### config.mk
export PLATFORM = sky130hd
export DESIGN_NAME = conv2_sched
export DESIGN_NICKNAME = d
export VERILOG_FILES = /design/src/rtl/conv2_pkg.sv /design/src/rtl/conv2_tag_dly.sv /design/src/rtl/conv2_sched.sv
export SDC_FILE = /design/constraint.sdc
export NUM_CORES = 1
export LEC_CHECK = 0
export BUFFER_PORTS_ARGS = -buffer_cell sky130_fd_sc_hd__buf_2
export CAP_MARGIN = 20
export CORE_MARGIN = 10
export CORE_UTILIZATION = 57
export DETAILED_ROUTE_END_ITERATION = 12
export GPL_ROUTABILITY_DRIVEN = 0
export PLACE_DENSITY = 0.78
export RECOVER_POWER = 25
export SLEW_MARGIN = 10
export SYNTH_ARGS = -nofsm -noshare
export SYNTH_HDL_FRONTEND = slang
export SYNTH_SLANG_ARGS = --single-unit
### constraint.sdc
create_clock -name clk -period 2.4 [get_ports clk]
set_input_delay 0.6 -clock clk [delete_from_list [all_inputs] [get_ports clk]]
set_output_delay 0.6 -clock clk [all_outputs]
set_load 0.05 [all_outputs]
### src/rtl/conv2_pkg.sv
// conv2_pkg: shared constants, FSM encoding and result-tag type for the layer-2 conv scheduler.
package conv2_pkg;
    localparam int FILTER_SIZE = 5;
    localparam int OUT_CH      = 3;
    localparam int CW          = 4;
    localparam int CH_W        = (OUT_CH > 1) ? $clog2(OUT_CH) : 1;

    typedef enum logic [1:0] {FILL, ISSUE, DRAIN} state_t;

    typedef struct packed {
        logic            valid;
        logic [CH_W-1:0] ch;
        logic [CW-1:0]   row;
        logic [CW-1:0]   col;
    } tag_t;
endpackage

### src/rtl/conv2_tag_dly.sv
// conv2_tag_dly: LAT-deep shift register that aligns issue tags with MAC array results.
module conv2_tag_dly
    import conv2_pkg::*;
#(
    parameter int LAT = 2
) (
    input  logic clk,
    input  logic rst_n,
    input  tag_t i_d,
    output tag_t o_q
);
    tag_t r_sr [LAT];

    always_ff @(posedge clk or negedge rst_n) begin
        if (!rst_n) begin
            for (int i = 0; i < LAT; i++) r_sr[i] <= '0;
        end else begin
            r_sr[0] <= i_d;
            for (int i = 1; i < LAT; i++) r_sr[i] <= r_sr[i-1];
        end
    end

    assign o_q = r_sr[LAT-1];
endmodule

### src/rtl/conv2_sched.sv
// conv2_sched: accepts the pooled pixel stream, stalls it per valid window and
// time-multiplexes one MAC array across OUT_CH filters, tagging every result.
module conv2_sched
    import conv2_pkg::*;
#(
    parameter int WIDTH   = 12,
    parameter int HEIGHT  = 12,
    parameter int MAC_LAT = 2
) (
    input  logic            clk,
    input  logic            rst_n,
    input  logic            i_in_valid,
    output logic            o_in_ready,
    output logic            o_buf_we,
    output logic            o_mac_en,
    output logic [CH_W-1:0] o_filt_sel,
    output logic [CW-1:0]   o_win_row,
    output logic [CW-1:0]   o_win_col,
    output logic            o_res_valid,
    output logic [CH_W-1:0] o_res_ch,
    output logic [CW-1:0]   o_res_row,
    output logic [CW-1:0]   o_res_col,
    output logic            o_frame_done,
    output logic            o_busy
);
    localparam logic [CW-1:0]   LAST_COL  = CW'(WIDTH - 1);
    localparam logic [CW-1:0]   LAST_ROW  = CW'(HEIGHT - 1);
    localparam logic [CW-1:0]   EDGE      = CW'(FILTER_SIZE - 1);
    localparam logic [CW-1:0]   LAST_WR   = CW'(HEIGHT - FILTER_SIZE);
    localparam logic [CW-1:0]   LAST_WC   = CW'(WIDTH - FILTER_SIZE);
    localparam logic [CH_W-1:0] LAST_CH   = CH_W'(OUT_CH - 1);
    localparam logic [7:0]      DRAIN_END = 8'(MAC_LAT - 1);

    state_t          r_state;
    logic [CW-1:0]   r_pix_row, r_pix_col, r_win_row, r_win_col;
    logic [CH_W-1:0] r_filt;
    logic [7:0]      r_drain;
    logic            r_in_ready, r_mac_en, r_last;
    logic            w_accept, w_trig, w_eol, w_eof;
    tag_t            w_tag_in, w_tag_out;

    assign w_accept = i_in_valid & r_in_ready;
    assign w_eol    = r_pix_col == LAST_COL;
    assign w_eof    = w_eol && r_pix_row == LAST_ROW;
    assign w_trig   = w_accept && r_pix_row >= EDGE && r_pix_col >= EDGE;

    always_ff @(posedge clk or negedge rst_n) begin
        if (!rst_n) begin
            r_state    <= FILL;
            r_pix_row  <= '0;
            r_pix_col  <= '0;
            r_win_row  <= '0;
            r_win_col  <= '0;
            r_filt     <= '0;
            r_drain    <= '0;
            r_in_ready <= 1'b1;
            r_mac_en   <= 1'b0;
            r_last     <= 1'b0;
        end else begin
            case (r_state)
                FILL: if (w_accept) begin
                    r_pix_col <= w_eol ? '0 : r_pix_col + 1'b1;
                    r_pix_row <= w_eof ? '0 : (w_eol ? r_pix_row + 1'b1 : r_pix_row);
                    if (w_trig) begin
                        r_state    <= ISSUE;
                        r_in_ready <= 1'b0;
                        r_mac_en   <= 1'b1;
                        r_filt     <= '0;
                        r_win_row  <= r_pix_row - EDGE;
                        r_win_col  <= r_pix_col - EDGE;
                        r_last     <= w_eof;
                    end
                end
                ISSUE: if (r_filt == LAST_CH) begin
                    r_mac_en   <= 1'b0;
                    r_filt     <= '0;
                    r_drain    <= '0;
                    r_state    <= r_last ? DRAIN : FILL;
                    r_in_ready <= !r_last;
                end else begin
                    r_filt <= r_filt + 1'b1;
                end
                // hold the stream until the frame's final result has left the MAC array
                DRAIN: if (r_drain == DRAIN_END) begin
                    r_state    <= FILL;
                    r_in_ready <= 1'b1;
                    r_pix_row  <= '0;
                    r_pix_col  <= '0;
                end else begin
                    r_drain <= r_drain + 1'b1;
                end
                default: r_state <= FILL;
            endcase
        end
    end

    assign w_tag_in = '{valid: r_mac_en, ch: r_filt, row: r_win_row, col: r_win_col};

    conv2_tag_dly #(.LAT(MAC_LAT)) u_tag_dly (
        .clk  (clk),
        .rst_n(rst_n),
        .i_d  (w_tag_in),
        .o_q  (w_tag_out)
    );

    assign o_in_ready   = r_in_ready;
    assign o_buf_we     = w_accept;
    assign o_mac_en     = r_mac_en;
    assign o_filt_sel   = r_filt;
    assign o_win_row    = r_win_row;
    assign o_win_col    = r_win_col;
    assign o_res_valid  = w_tag_out.valid;
    assign o_res_ch     = w_tag_out.ch;
    assign o_res_row    = w_tag_out.row;
    assign o_res_col    = w_tag_out.col;
    assign o_frame_done = w_tag_out.valid && w_tag_out.ch == LAST_CH &&
                          w_tag_out.row == LAST_WR && w_tag_out.col == LAST_WC;
    assign o_busy       = r_state != FILL || r_pix_row != '0 || r_pix_col != '0;
endmodule

==> results.txt <==
The signal on the critical path passes through inv_1 -> ha_1 -> nand3_1 -> buf_2. The time the final worst path needs with I/O delays and setup was 2150 ps; the net switching power of the design was 923 uW. The number of distinct standard cells referenced by the synthesized netlist was 45.

The maximum clock frequency was 465 MHz. The tools report the number of violations of the max-capacitance limit as 0. On the worst path, the slowest cell contributes a delay of 420 ps.

The H-tree was split into 2 levels. The first global-routing pass estimated 7650 um of wire. Detailed placement finished with a half-perimeter wire length of 3330 um.

The final core utilization was 0.657. The internal power of the cells totals 1.46 mW. The post-route fraction of the period consumed by the critical path came out at 0.896. For this design, the sink count on the clock tree is 53.

Number of nets with antenna violations after detailed routing: 0. Along the worst hold path, the cell count comes to 0. Yosys attributes the largest share of cell area to dfrtp_1, ha_1, nand2_1, o21ai_0, buf_4. The via total after detailed routing is 1651, and the fraction of power spent switching nets is 0.388.

The synthesis-to-layout area growth is 8.87%, and the worst reg2reg path depth is 6. Buffers placed on the I/O ports in this run total 28. For the normalized max-slew margin, the log shows 0.168. Fill cells in the final layout number 332. In this run the vertical extent of the chip is 85.8 um. The tools report the cell at the root of the clock tree as clkbuf_8. Portion of the post-synthesis area used by sequential elements: 0.538. The maximum net fanout on the critical path is 8, and the flip-flop and latch area is 0.00133 mm^2.

Counting flops and latches in the post-synthesis netlist gives 53. For this run, the post-layout net count is 264. Dominant synthesized flop cell: dfrtp_1.

The tools report the clock buffer count from CTS as 5. The detailed router finished its first iteration with 46 violations. The initial antenna violation count is 0.

TritonCTS built the clock tree. The worst register-to-register path begins at r_state[0]. The end point of the most critical hold path was u_tag_dly.o_q[6]. The clock reaches the later pin of the worst-skew pair after 310 ps. 29 I/O pins were placed. The fraction of power consumed by sequential logic was 0.450. For this run, the detailed router's first-pass iteration total came to 4. In this run the deepest clock path goes through 2 buffers. Setup total negative slack on the finished layout was measured at 0 ps. Setup repair after global routing left no endpoint under its margin. The post-cts gate resize count is 0, and the proportion of netlist area held by the largest area contributor is 0.527. Entering global routing, the biggest net connects 25 pins. Clock share of power: 0.211.

The type of the worst min-delay path was flop to flop. The core area came out at 0.00409 mm^2. For the final database, setup skew stands at 9.02 ps.

Number of max-slew violations in the final report: 0. The average instance in the mapped netlist occupies 11.1 um^2. The endpoint arrival time on the critical path came out at 1550 ps. The worst hold margin was 353 ps.

The floorplan step set the die width to 85.8 um. The startpoint identified for the worst hold timing path is u_tag_dly.r_sr[17]. The post-synthesis async set-or-reset flop share was 1.00. The detailed-route wire length was 4360 um. The cts-stage hold buffer count was 0. The worst register-to-register path ends at r_pix_col[3]. The post-CTS setup buffer count came out at 0.

The tools report the total inserted antenna cells as 0. Across the VDD grid, the largest voltage drop is 0.496 mV. The run finished with clean final reports.

Count of flip-flops with a built-in enable after synthesis: 0. For the area of the multi-input gates, the log shows 985 um^2. After detailed routing, the number of remaining DRC violations is 0. The tools report the critical path startpoint category as a flop. For the starting utilization of the core area, the log shows 0.604.

The die covers 0.00736 mm^2. The run gives 1649 as the number of global-route vias before repair. Among cell families on the critical path, the largest total delay comes from flip-flops. Yosys printed 0 warnings. The largest total area in the synthesized netlist belongs to dfrtp_1. The overall track demand over capacity in global routing was 0.126; the number of standard cells after synthesis was 222. The number of hold violations in the final report was 0; the power density over the cells was 886 mW/mm^2. The tools report the required time at the endpoint of the critical path as 1800 ps. After detailed routing, the average wire length per cell comes to 14.8 um.

The net count after synthesis was 242. The logs give 320 ps for the reg-to-reg setup timing slack and 0.339 for the share of total power in combinational logic. The setup path with the least slack is of type flop to output pin.

The floorplan has 23 rows. The worst setup path is captured at an output pin. Global routing finished with a remaining overflow of 0. The slew at the pin closest to its max-slew limit was 1250 ps; the final setup violation count was 0. After clock tree synthesis, the clock-pin slew on the worst setup and hold paths is 100 ps.

In this run the static leakage power is 1.34 nW. The post-detailed-route via-to-cell ratio was 5.60. The slowest cell on the critical path was dfrtp_1.

The ratio of cells with drive above 1 in the final layout is 0.196. In this run the cell area of the synthesized design comes to 0.00247 mm^2. Counting both buffers and inverters, the worst setup path holds a total of 2.
per-layer routing:
layer	track usage	wire length [um]	vias up
met3	0.0473	314	4
met2	0.196	2000	39
li1	-	-	803
met1	0.158	2000	805
met5	0	0	-
met4	0.0389	46	0
area by class of cell:
class / instances / share of cell area
Clock inverter: 3 / 0.00792
Tap cell: 50 / 0.0233
Sequential cell: 53 / 0.494
Multi-Input combinational cell: 137 / 0.367
Inverter: 16 / 0.0224
Clock buffer: 5 / 0.0256
Timing Repair Buffer: 31 / 0.0601
power groups by stage:
stage | registers [mW] | logic, mW | clock network [mW]
2_1_floorplan | 1.16 | 0.560 | 0
3_3_place_gp | 1.09 | 0.803 | 0
5_1_grt | 1.09 | 0.890 | 0.552
6_report | 1.07 | 0.807 | 0.503
4_1_cts | 1.07 | 0.813 | 0.514
3_5_place_dp | 1.09 | 0.809 | 0
cell usage in the layout (no fill, tap or decap), types with 2 or more instances in the layout:
master / instances
o221ai_1: 2
nand3b_1: 5
o22ai_1: 2
o21ai_0: 18
ha_1: 17
nor2b_1: 2
nand3_1: 7
o211ai_1: 3
nand2_1: 28
o2bb2ai_1: 2
clkbuf_8: 5
mux2i_1: 5
nor2_1: 5
dfrtp_1: 52
nand2b_1: 4
nand4b_1: 4
or3b_2: 2
a21o_1: 3
and3_1: 5
buf_4: 3
inv_1: 16
buf_2: 27
how the worst max path moves through the flow:
stage                 startpoint      endpoint  slack [ps]  cells past startpoint
2_1_floorplan  u_tag_dly.o_q[10]  o_frame_done          40                      2
3_3_place_gp          r_state[1]  r_pix_col[3]         350                      6
3_5_place_dp          r_state[0]  r_pix_col[3]         330                      6
6_report              r_state[0]        o_busy         250                      4
5_1_grt               r_state[0]        o_busy         130                      4
4_1_cts               r_state[0]        o_busy         230                      4
cells by family after synthesis:
family                   count (synthesis)  synth area share
multiplexers                             6            0.0264
flip-flops                              53             0.538
AO/OA/AOI/OAI                           40             0.114
XOR/XNOR                                 1           0.00355
AND/OR/NAND/NOR                         73             0.167
buffers and inverters                   32            0.0654
adder cells (fa/ha/maj)                 17            0.0862
registers in the layout, summed over array words and instances (netlist names), 2 cells and up:
signal          flops
o_filt_sel          2
o_win_col           4
o_win_row           4
r_drain             8
r_pix_col           4
r_pix_row           4
r_state             2
u_tag_dly.o_q      11
u_tag_dly.r_sr     11
cells in the mapped netlist, drive strengths merged (2+ instances only):
cell type and number:
dfrtp 52, o22ai 2, nand4b 4, clkbuf 3
ha 17, mux2i 5, nand2b 4, or3b 2
nand3 7, or4b 2, buf 13, o2bb2ai 2
and3 5, inv 16, nand2 29, nor2 5
nor2b 2, a21o 3, o221ai 2, o211ai 3
o21ai 19, nand3b 5, nor4 2
through the flow:
stage               setup slack, ps  instance area, um^2  std cells  total power, mW
CTS                             231                 2690        295             2.40
finish                          250                 2690        295             2.38
global route                    130                 2690        295             2.53
floorplan                      43.1                 2470        222             1.72
detailed placement              331                 2600        287             1.90
global placement                353                 2600        287             1.89
worst reg2reg max path, cell delays in order (launching register included):
cell,delay [ps]
dfrtp_1,420
inv_1,110
ha_1,360
nand2b_1,140
or3b_2,520
or3_1,370
o221ai_1,70
(Power assumes the default switching activity.)
